File: config.mk
export PLATFORM = sky130hd
export DESIGN_NAME = rf_write_sched
export DESIGN_NICKNAME = d
export VERILOG_FILES = /design/src/rtl/rf_write_sched.sv
export SDC_FILE = /design/constraint.sdc
export NUM_CORES = 1
export LEC_CHECK = 0
export ABC_CLOCK_PERIOD_IN_PS = 5800
export CAP_MARGIN = 30
export CORE_ASPECT_RATIO = 1.1
export CORE_MARGIN = 5
export CORE_UTILIZATION = 35
export DETAILED_ROUTE_END_ITERATION = 10
export PLACE_DENSITY_LB_ADDON = 0.3
export SLEW_MARGIN = 0
export SYNTH_ARGS = -nofsm -noshare
export SYNTH_HDL_FRONTEND = slang
export SYNTH_SLANG_ARGS = --single-unit
File: constraint.sdc
create_clock -name clk -period 5.8 [get_ports clk]
set_input_delay 0.87 -clock clk [delete_from_list [all_inputs] [get_ports clk]]
set_output_delay 0.87 -clock clk [all_outputs]
set_load 0.1 [all_outputs]
File: src/rtl/rf_write_sched.sv
`default_nettype none
// ============================================================================
// Module   : rf_write_sched
// Purpose  : Register-file write scheduler. Picks up to two of three write
//            requesters (ALU, LSU, MDU) per cycle in round-robin order, drives
//            two registered register-file write ports, keeps a pending-write
//            scoreboard for hazard checks and counts same-address collisions.
// Ports    : clk, rst_n               - clock, async active-low reset
//            req_valid/req_ready[2:0] - per-requester handshake (0 ALU,1 LSU,2 MDU)
//            req_addrN/req_dataN      - destination register / data per requester
//            rsv_valid/rsv_addr       - issue-stage destination reservation
//            chk_addrN/chk_busyN      - source hazard check (N = 1, 2)
//            rf_we/rf_waddr/rf_wdata  - register file write port 1
//            rf_we2/rf_waddr2/rf_wdata2 - register file write port 2
//            coll_cnt                 - saturating same-address collision count
// Revision : 1.0 - initial release
// ============================================================================
module rf_write_sched #(
  parameter int DATA_W = 32,
  parameter int ADDR_W = 5
) (
  input  logic              clk,
  input  logic              rst_n,
  input  logic [2:0]        req_valid,
  output logic [2:0]        req_ready,
  input  logic [ADDR_W-1:0] req_addr0,
  input  logic [ADDR_W-1:0] req_addr1,
  input  logic [ADDR_W-1:0] req_addr2,
  input  logic [DATA_W-1:0] req_data0,
  input  logic [DATA_W-1:0] req_data1,
  input  logic [DATA_W-1:0] req_data2,
  input  logic              rsv_valid,
  input  logic [ADDR_W-1:0] rsv_addr,
  input  logic [ADDR_W-1:0] chk_addr1,
  input  logic [ADDR_W-1:0] chk_addr2,
  output logic              chk_busy1,
  output logic              chk_busy2,
  output logic              rf_we,
  output logic [ADDR_W-1:0] rf_waddr,
  output logic [DATA_W-1:0] rf_wdata,
  output logic              rf_we2,
  output logic [ADDR_W-1:0] rf_waddr2,
  output logic [DATA_W-1:0] rf_wdata2,
  output logic [7:0]        coll_cnt
);

  localparam int c_NREG = 1 << ADDR_W;

  logic [ADDR_W-1:0] w_addr [3];
  logic [DATA_W-1:0] w_data [3];
  logic [1:0]        w_scan_idx [3];

  logic              w_a_found;
  logic              w_b_found;
  logic [1:0]        w_a_idx;
  logic [1:0]        w_b_idx;
  logic              w_coll;
  logic [2:0]        w_grant;
  logic [1:0]        w_last_idx;
  logic [1:0]        w_rr_next;
  logic              w_a_we;
  logic              w_b_we;

  logic [c_NREG-1:0] w_set;
  logic [c_NREG-1:0] w_clr;
  logic [c_NREG-1:0] w_pend_next;

  logic [1:0]        r_rr_ptr;
  logic [c_NREG-1:0] r_pending;
  logic              r_we;
  logic              r_we2;
  logic [ADDR_W-1:0] r_waddr;
  logic [ADDR_W-1:0] r_waddr2;
  logic [DATA_W-1:0] r_wdata;
  logic [DATA_W-1:0] r_wdata2;
  logic [7:0]        r_coll_cnt;

  assign w_addr[0] = req_addr0;
  assign w_addr[1] = req_addr1;
  assign w_addr[2] = req_addr2;
  assign w_data[0] = req_data0;
  assign w_data[1] = req_data1;
  assign w_data[2] = req_data2;

  // Scan order starting at the round-robin pointer.
  always_comb begin
    w_scan_idx[0] = 2'd0;
    w_scan_idx[1] = 2'd1;
    w_scan_idx[2] = 2'd2;
    case (r_rr_ptr)
      2'd1: begin
        w_scan_idx[0] = 2'd1;
        w_scan_idx[1] = 2'd2;
        w_scan_idx[2] = 2'd0;
      end
      2'd2: begin
        w_scan_idx[0] = 2'd2;
        w_scan_idx[1] = 2'd0;
        w_scan_idx[2] = 2'd1;
      end
      default: ;
    endcase
  end

  // Grant A is the first valid requester. Any later valid requester that
  // targets A's (nonzero) register is a collision and is held off; the first
  // one that does not is grant B. Address 0 writes are discarded downstream,
  // so they never conflict with each other.
  always_comb begin
    w_a_found = 1'b0;
    w_b_found = 1'b0;
    w_a_idx   = 2'd0;
    w_b_idx   = 2'd0;
    w_coll    = 1'b0;
    w_grant   = 3'b000;
    for (int j = 0; j < 3; j++) begin
      if (req_valid[w_scan_idx[j]]) begin
        if (!w_a_found) begin
          w_a_found = 1'b1;
          w_a_idx   = w_scan_idx[j];
        end else if ((w_addr[w_scan_idx[j]] == w_addr[w_a_idx]) &&
                     (w_addr[w_a_idx] != '0)) begin
          w_coll = 1'b1;
        end else if (!w_b_found) begin
          w_b_found = 1'b1;
          w_b_idx   = w_scan_idx[j];
        end
      end
    end
    if (w_a_found) w_grant[w_a_idx] = 1'b1;
    if (w_b_found) w_grant[w_b_idx] = 1'b1;
  end

  assign req_ready = rst_n ? w_grant : 3'b000;

  assign w_a_we     = w_a_found && (w_addr[w_a_idx] != '0);
  assign w_b_we     = w_b_found && (w_addr[w_b_idx] != '0);
  assign w_last_idx = w_b_found ? w_b_idx : w_a_idx;
  assign w_rr_next  = (w_last_idx == 2'd2) ? 2'd0 : w_last_idx + 2'd1;

  // Scoreboard: a same-cycle reservation wins over a write clear.
  assign w_set = rsv_valid ? (c_NREG'(1) << rsv_addr) : '0;
  assign w_clr = (w_a_found ? (c_NREG'(1) << w_addr[w_a_idx]) : '0) |
                 (w_b_found ? (c_NREG'(1) << w_addr[w_b_idx]) : '0);
  assign w_pend_next = ((r_pending & ~w_clr) | w_set) & ~c_NREG'(1);

  always_ff @(posedge clk or negedge rst_n) begin
    if (!rst_n) begin
      r_rr_ptr   <= 2'd0;
      r_pending  <= '0;
      r_we       <= 1'b0;
      r_we2      <= 1'b0;
      r_waddr    <= '0;
      r_waddr2   <= '0;
      r_wdata    <= '0;
      r_wdata2   <= '0;
      r_coll_cnt <= 8'd0;
    end else begin
      r_we      <= w_a_we;
      r_we2     <= w_b_we;
      r_pending <= w_pend_next;
      if (w_a_found) begin
        r_waddr  <= w_addr[w_a_idx];
        r_wdata  <= w_data[w_a_idx];
        r_rr_ptr <= w_rr_next;
      end
      if (w_b_found) begin
        r_waddr2 <= w_addr[w_b_idx];
        r_wdata2 <= w_data[w_b_idx];
      end
      if (w_coll && (r_coll_cnt != 8'hFF)) begin
        r_coll_cnt <= r_coll_cnt + 8'd1;
      end
    end
  end

  // Hazard check also covers writes sitting in the output registers, whose
  // pending bits were already cleared at the handshake.
  assign chk_busy1 = (chk_addr1 != '0) &&
                     (r_pending[chk_addr1] ||
                      (r_we  && (r_waddr  == chk_addr1)) ||
                      (r_we2 && (r_waddr2 == chk_addr1)));
  assign chk_busy2 = (chk_addr2 != '0) &&
                     (r_pending[chk_addr2] ||
                      (r_we  && (r_waddr  == chk_addr2)) ||
                      (r_we2 && (r_waddr2 == chk_addr2)));

  assign rf_we     = r_we;
  assign rf_we2    = r_we2;
  assign rf_waddr  = r_waddr;
  assign rf_waddr2 = r_waddr2;
  assign rf_wdata  = r_wdata;
  assign rf_wdata2 = r_wdata2;
  assign coll_cnt  = r_coll_cnt;

endmodule
`default_nettype wire

* Word-level counts from Yosys, hierarchy flattened
Cells that the tools add are included.
Operators by class: $add $sub $neg 2, order comparisons 15, equal/unequal tests 10, shifts and indexed selects 3, multiplexer cells 74, bitwise operators 11, reduce and logical (&&, ||, !) cells 23
Operator list (number):
- $mux W32 | 7
- $bmux W32 S2 | 2
- $shl A1 B5 Y32 const A | 3
- $or A32 B32 Y32 | 2
- $bmux W5 S2 | 6
- $mux W5 | 12
- $and A32 B32 Y32 | 1
- $not A32 Y32 | 1
- $eq A5 B5 Y1 | 6
- $reduce_bool A5 Y1 | 6
- $mux W2 | 14
- $mux W1 | 22
- $ge A3 B3 Y1 const B | 6
- $not A2 Y3 | 6
- $lt A2 B3 Y1 const B | 5
- $logic_and A1 B1 Y1 | 13
- $lt A5 B6 Y1 const B | 2
- $pmux W6 S2 | 1
- $bmux W1 S5 | 2
- $mux W3 | 3
- $add A8 B1 Y8 const B | 1
- $ne A8 B8 Y1 const B | 1
- $bmux W1 S2 | 3
- $demux W1 S2 | 2
- other kinds (6) | 11
Word-level totals: flip-flop bits (word level) 117, bits of input ports 132, output and inout port bits 89, logic and storage cells 147

* Longest topological paths before layout
depth in word-level cells 28, mapped depth 18

* Worst setup path after synthesis
Ideal clock, no wire load.
path kind input-to-output, start in req_valid[2], end out req_ready[0], arrival time 4.159 ns, required time 4.930 ns, setup slack 0.771 ns, stages 14, path buffers 3, path through buf_2 > nand2b_1 > a31oi_2 > mux2i_4 > a311o_1 > a311o_1 > o21a_1 > nor4_4 > o31a_1 > buf_6 > nand2_4 > buf_2 > nor2_1 > o21a_1
Between the ends: longest elaborated chain between the ends 23, elaborated cells between the ends (all ways) 55
Ends and longest elaborated chain:
- start: declaration | RTL line 24 | input logic [2:0] req_valid,
- $bmux W1 S2 | RTL line 117 | if (req_valid[w_scan_idx[j]]) begin
- $mux W1 (implied by the code) | RTL line 117
- $mux W2 | RTL line 117
- $not A2 Y3 (implied by the code) | RTL line 121, 122
- $bmux W5 S2 | RTL line 121, 122
- $mux W5 (implied by the code) (2 in series) | RTL line 121, 122
- $eq A5 B5 Y1 / $reduce_bool A5 Y1 (equally long branches) | RTL line 121, 122
- $logic_and A1 B1 Y1 | RTL line 121 | end else if ((w_addr[w_scan_idx[j]] == w_addr[w_a_idx]) &&
- [... 6 more ...]
- $mux W2 | RTL line 117
- $lt A2 B3 Y1 (implied by the code) / $ge A2 B1 Y1 (equally long branches) | RTL line 131 | if (w_b_found) w_grant[w_b_idx] = 1'b1;
- $logic_and A1 B1 Y1 (implied by the code) | RTL line 131
- $mux W1 (implied by the code) | RTL line 131
- $demux W1 S2 | RTL line 131
- $or A3 B3 Y3 (no line)
- $mux W3 * | RTL line 131
- $mux W3 * | RTL line 134 | assign req_ready = rst_n ? w_grant : 3'b000;
- end: declaration | RTL line 25 | output logic [2:0] req_ready,
Every way passes the cells marked *; elsewhere a longest branch is shown, timed or not. The select of a mux whose other input is x is not followed.

* Worst setup path in the final report
start in req_valid[1], end out req_ready[0]
Same word-level chain as after synthesis.

==> impl_metrics.py <==
metrics = {
    "status": {
        "status": "completed",
    },
    "place": {
        "globalplace.congestion": 0.958,
        "place_inst": 1514,
        "dp_hpwl_um": 25000,
        "preCtsSetupSlack_ps": 496,
        "portBuffers": 220,
    },
    "final_layout": {
        "nets": 1355,
        "final_common_cell": "clkdlybuf4s50_1",
        "final_cells": 1547,
        "mostFrequentLayoutCells": "clkdlybuf4s50_1 (214), nand2_1 (132), dfrtp_1 (117)",
        "fillers": 2413,
        "areaGrowthSynthToFinish_pct": 36.6,
        "drive_gt1_frac": 0.110,
        "n_antenna_cell": 0,
    },
    "hold_path": {
        "min_from": "rf_wdata2[11]",
        "worst_hold_path_type": "reg2reg",
        "whs_endpoint": "rf_wdata2[11]",
        "hold_depth": 2,
    },
    "critical_path": {
        "r2r_slack_ps": 960,
        "crit_path_end_kind": "output pin",
        "timing.rr.start": "r_rr_ptr[0]",
        "r2r_end": "r_pending[22]",
        "critPathKind": "in2out",
        "worstPathRequired_ps": 4930,
        "cp_max_fo": 13,
        "critPathLaunchType": "primary input",
        "crit_arrival_ps": 4450,
        "r2r_cells": 14,
    },
    "global_routing": {
        "grt_pass1_wl_um": 52700,
        "track_usage": 0.234,
        "grtUsageMet1": 0.299,
        "grt_busiest_layer": "met2",
        "use_met3": 0.0606,
        "gr-usage-met2": 0.398,
        "antenna_found_initial": 1,
        "grt_max_degree": 68,
        "grt_pass1_vias": 9221,
        "grt.overflow.total": 0,
    },
    "sta": {
        "worst_pin_slew_ps": 1040,
        "finalSetupViolations": 0,
        "fin_crit_ps": 5320,
        "timing.final.ws_setup_ps": 478,
        "timing.fmax_mhz": 188,
        "clock_skew_ps": 6.78,
        "rsz0062_at_grt": "false",
        "relSlewSlack": 0.307,
        "period_share": 0.918,
        "finalHoldViolCount": 0,
        "drv_slew": 0,
        "fin_setup_tns_ps": 0,
    },
    "synthesis": {
        "netlist_area_mm2": 0.00885,
        "synth_cells": 1024,
        "yosys_register_bits": 117,
        "synth_flop_cell": "dfrtp_1",
        "synth.avg_cell_area_um2": 8.64,
        "synth_cell_types": 81,
        "ys_seq_area_frac": 0.331,
        "ys_warn_count": 0,
        "async_flop_share": 1.00,
        "synth_top_area_cell": "dfrtp_1",
        "netlist.area_leader.share": 0.331,
        "syn_nets": 1160,
        "synthTopCellsByArea": "dfrtp_1 (33%), nand2_1 (5.6%), mux2i_1 (5.4%)",
        "synth_edf_count": 0,
    },
    "route": {
        "totalWireLength_um": 34100,
        "first_pass_iters": 5,
        "wl_per_cell_um": 22.1,
        "drt_iter0_markers": 779,
        "vias_per_cell": 5.98,
        "ant_nets": 0,
        "vias": 9244,
        "drc": 0,
    },
    "clocking": {
        "clock_insertion_delay_worst_skew_ps": 420,
        "postCtsHoldBufs": 0,
        "h-tree-depth": 4,
        "post_cts_resized": 0,
        "numCtsBuffers": 17,
        "clk_pin_slew_worst_paths_ps": 60,
        "clockBufferDepth": 2,
        "numClockSinks": 117,
        "cts_tree": "built",
        "postCtsSetupBuffers": 0,
        "cts_root_buf": "clkbuf_16",
    },
    "floorplanning": {
        "die_height_um": 177,
        "die_w_um": 162,
        "dieArea_mm2": 0.0286,
        "core_mm2": 0.0251,
        "rows": 61,
        "start_util": 0.352,
        "io_pins": 221,
    },
    "run": {
        "cap_violations": 0,
    },
}
## per-stage QoR
stage	area (um2)	utilization	hold WS, ps
5_1_grt	12100	0.481	492
6_report	12100	0.481	478
3_3_place_gp	11400	0.452	461
3_5_place_dp	11500	0.457	469
4_1_cts	12100	0.480	483
2_1_floorplan	8850	-	519
## Yosys cell counts, types with 6 or more instances
| cell | number |
|---|---|
| o311ai_1 | 7 |
| xnor2_1 | 13 |
| buf_2 | 10 |
| nor2_1 | 77 |
| a31oi_1 | 27 |
| nor3_1 | 15 |
| a22oi_1 | 21 |
| o21ai_1 | 24 |
| a222oi_1 | 18 |
| mux4_2 | 18 |
| o211ai_1 | 8 |
| nand2b_1 | 22 |
| and2_1 | 16 |
| o21a_1 | 30 |
| dfrtp_1 | 117 |
| o21ai_0 | 75 |
| nand4b_1 | 7 |
| a211oi_1 | 23 |
| mux2_2 | 10 |
| a21o_1 | 14 |
| nand3b_1 | 6 |
| buf_6 | 10 |
| nand2_1 | 132 |
| mux2i_1 | 48 |
| xor2_1 | 20 |
| nand3_1 | 27 |
| nand4_1 | 9 |
| nor2b_1 | 13 |
| a21oi_1 | 60 |
| clkbuf_1 | 54 |
| inv_1 | 7 |
## registers in the layout (all words and copies together) (netlist names)
name       cells
rf_wdata      32
rf_waddr2      5
rf_waddr       5
rf_we          1
coll_cnt       8
r_rr_ptr       2
r_pending     31
rf_we2         1
rf_wdata2     32
## worst max-delay path by stage
stage               cells past startpoint           end          from
floorplan                              14  req_ready[0]  req_valid[2]
global placement                       12  req_ready[0]  req_valid[1]
detailed placement                     12  req_ready[0]  req_valid[1]
CTS                                    13  req_ready[0]   r_rr_ptr[0]
global route                           13  req_ready[0]   r_rr_ptr[0]
finish                                 12  req_ready[0]  req_valid[1]
## logic make-up after synthesis
group,count (synthesis),share of synthesized area
fa+ha+maj,4,0.00566
flops,117,0.331
compound gates,345,0.262
xor+xnor,33,0.0327
buf+inv,88,0.0485
simple gates,356,0.198
mux,81,0.123
## routing by layer
layer  vias up  share of wire
met5         -        0.00038
met4         2          0.021
met3        66          0.093
met2       479           0.49
met1      4475           0.39
li1       4222              -
## critical path, cell delays in order
cell and delay (ps):
clkdlybuf4s50_1 680, and3b_1 350, a22oi_1 200, o22ai_1 130, or4_1 550, a21oi_1 220
o31a_1 470, nand2_1 210, o21ai_2 250, nor2_1 120, o21a_1 220, buf_12 170
## layout make-up
| class | instances | area, um2 | area share |
|---|---|---|---|
| Clock inverter | 15 | 164 | 0.0136 |
| Sequential cell | 117 | 2930 | 0.242 |
| Multi-Input combinational cell | 819 | 5540 | 0.458 |
| Inverter | 8 | 30.0 | 0.00248 |
| Timing Repair Buffer | 256 | 2610 | 0.216 |
| Clock buffer | 17 | 425 | 0.0352 |
| Tap cell | 315 | 394 | 0.0326 |
Power is left out: the tool's default activity adds up to more than one toggle a clock period on the data nets, which glitch-free logic cannot reach.
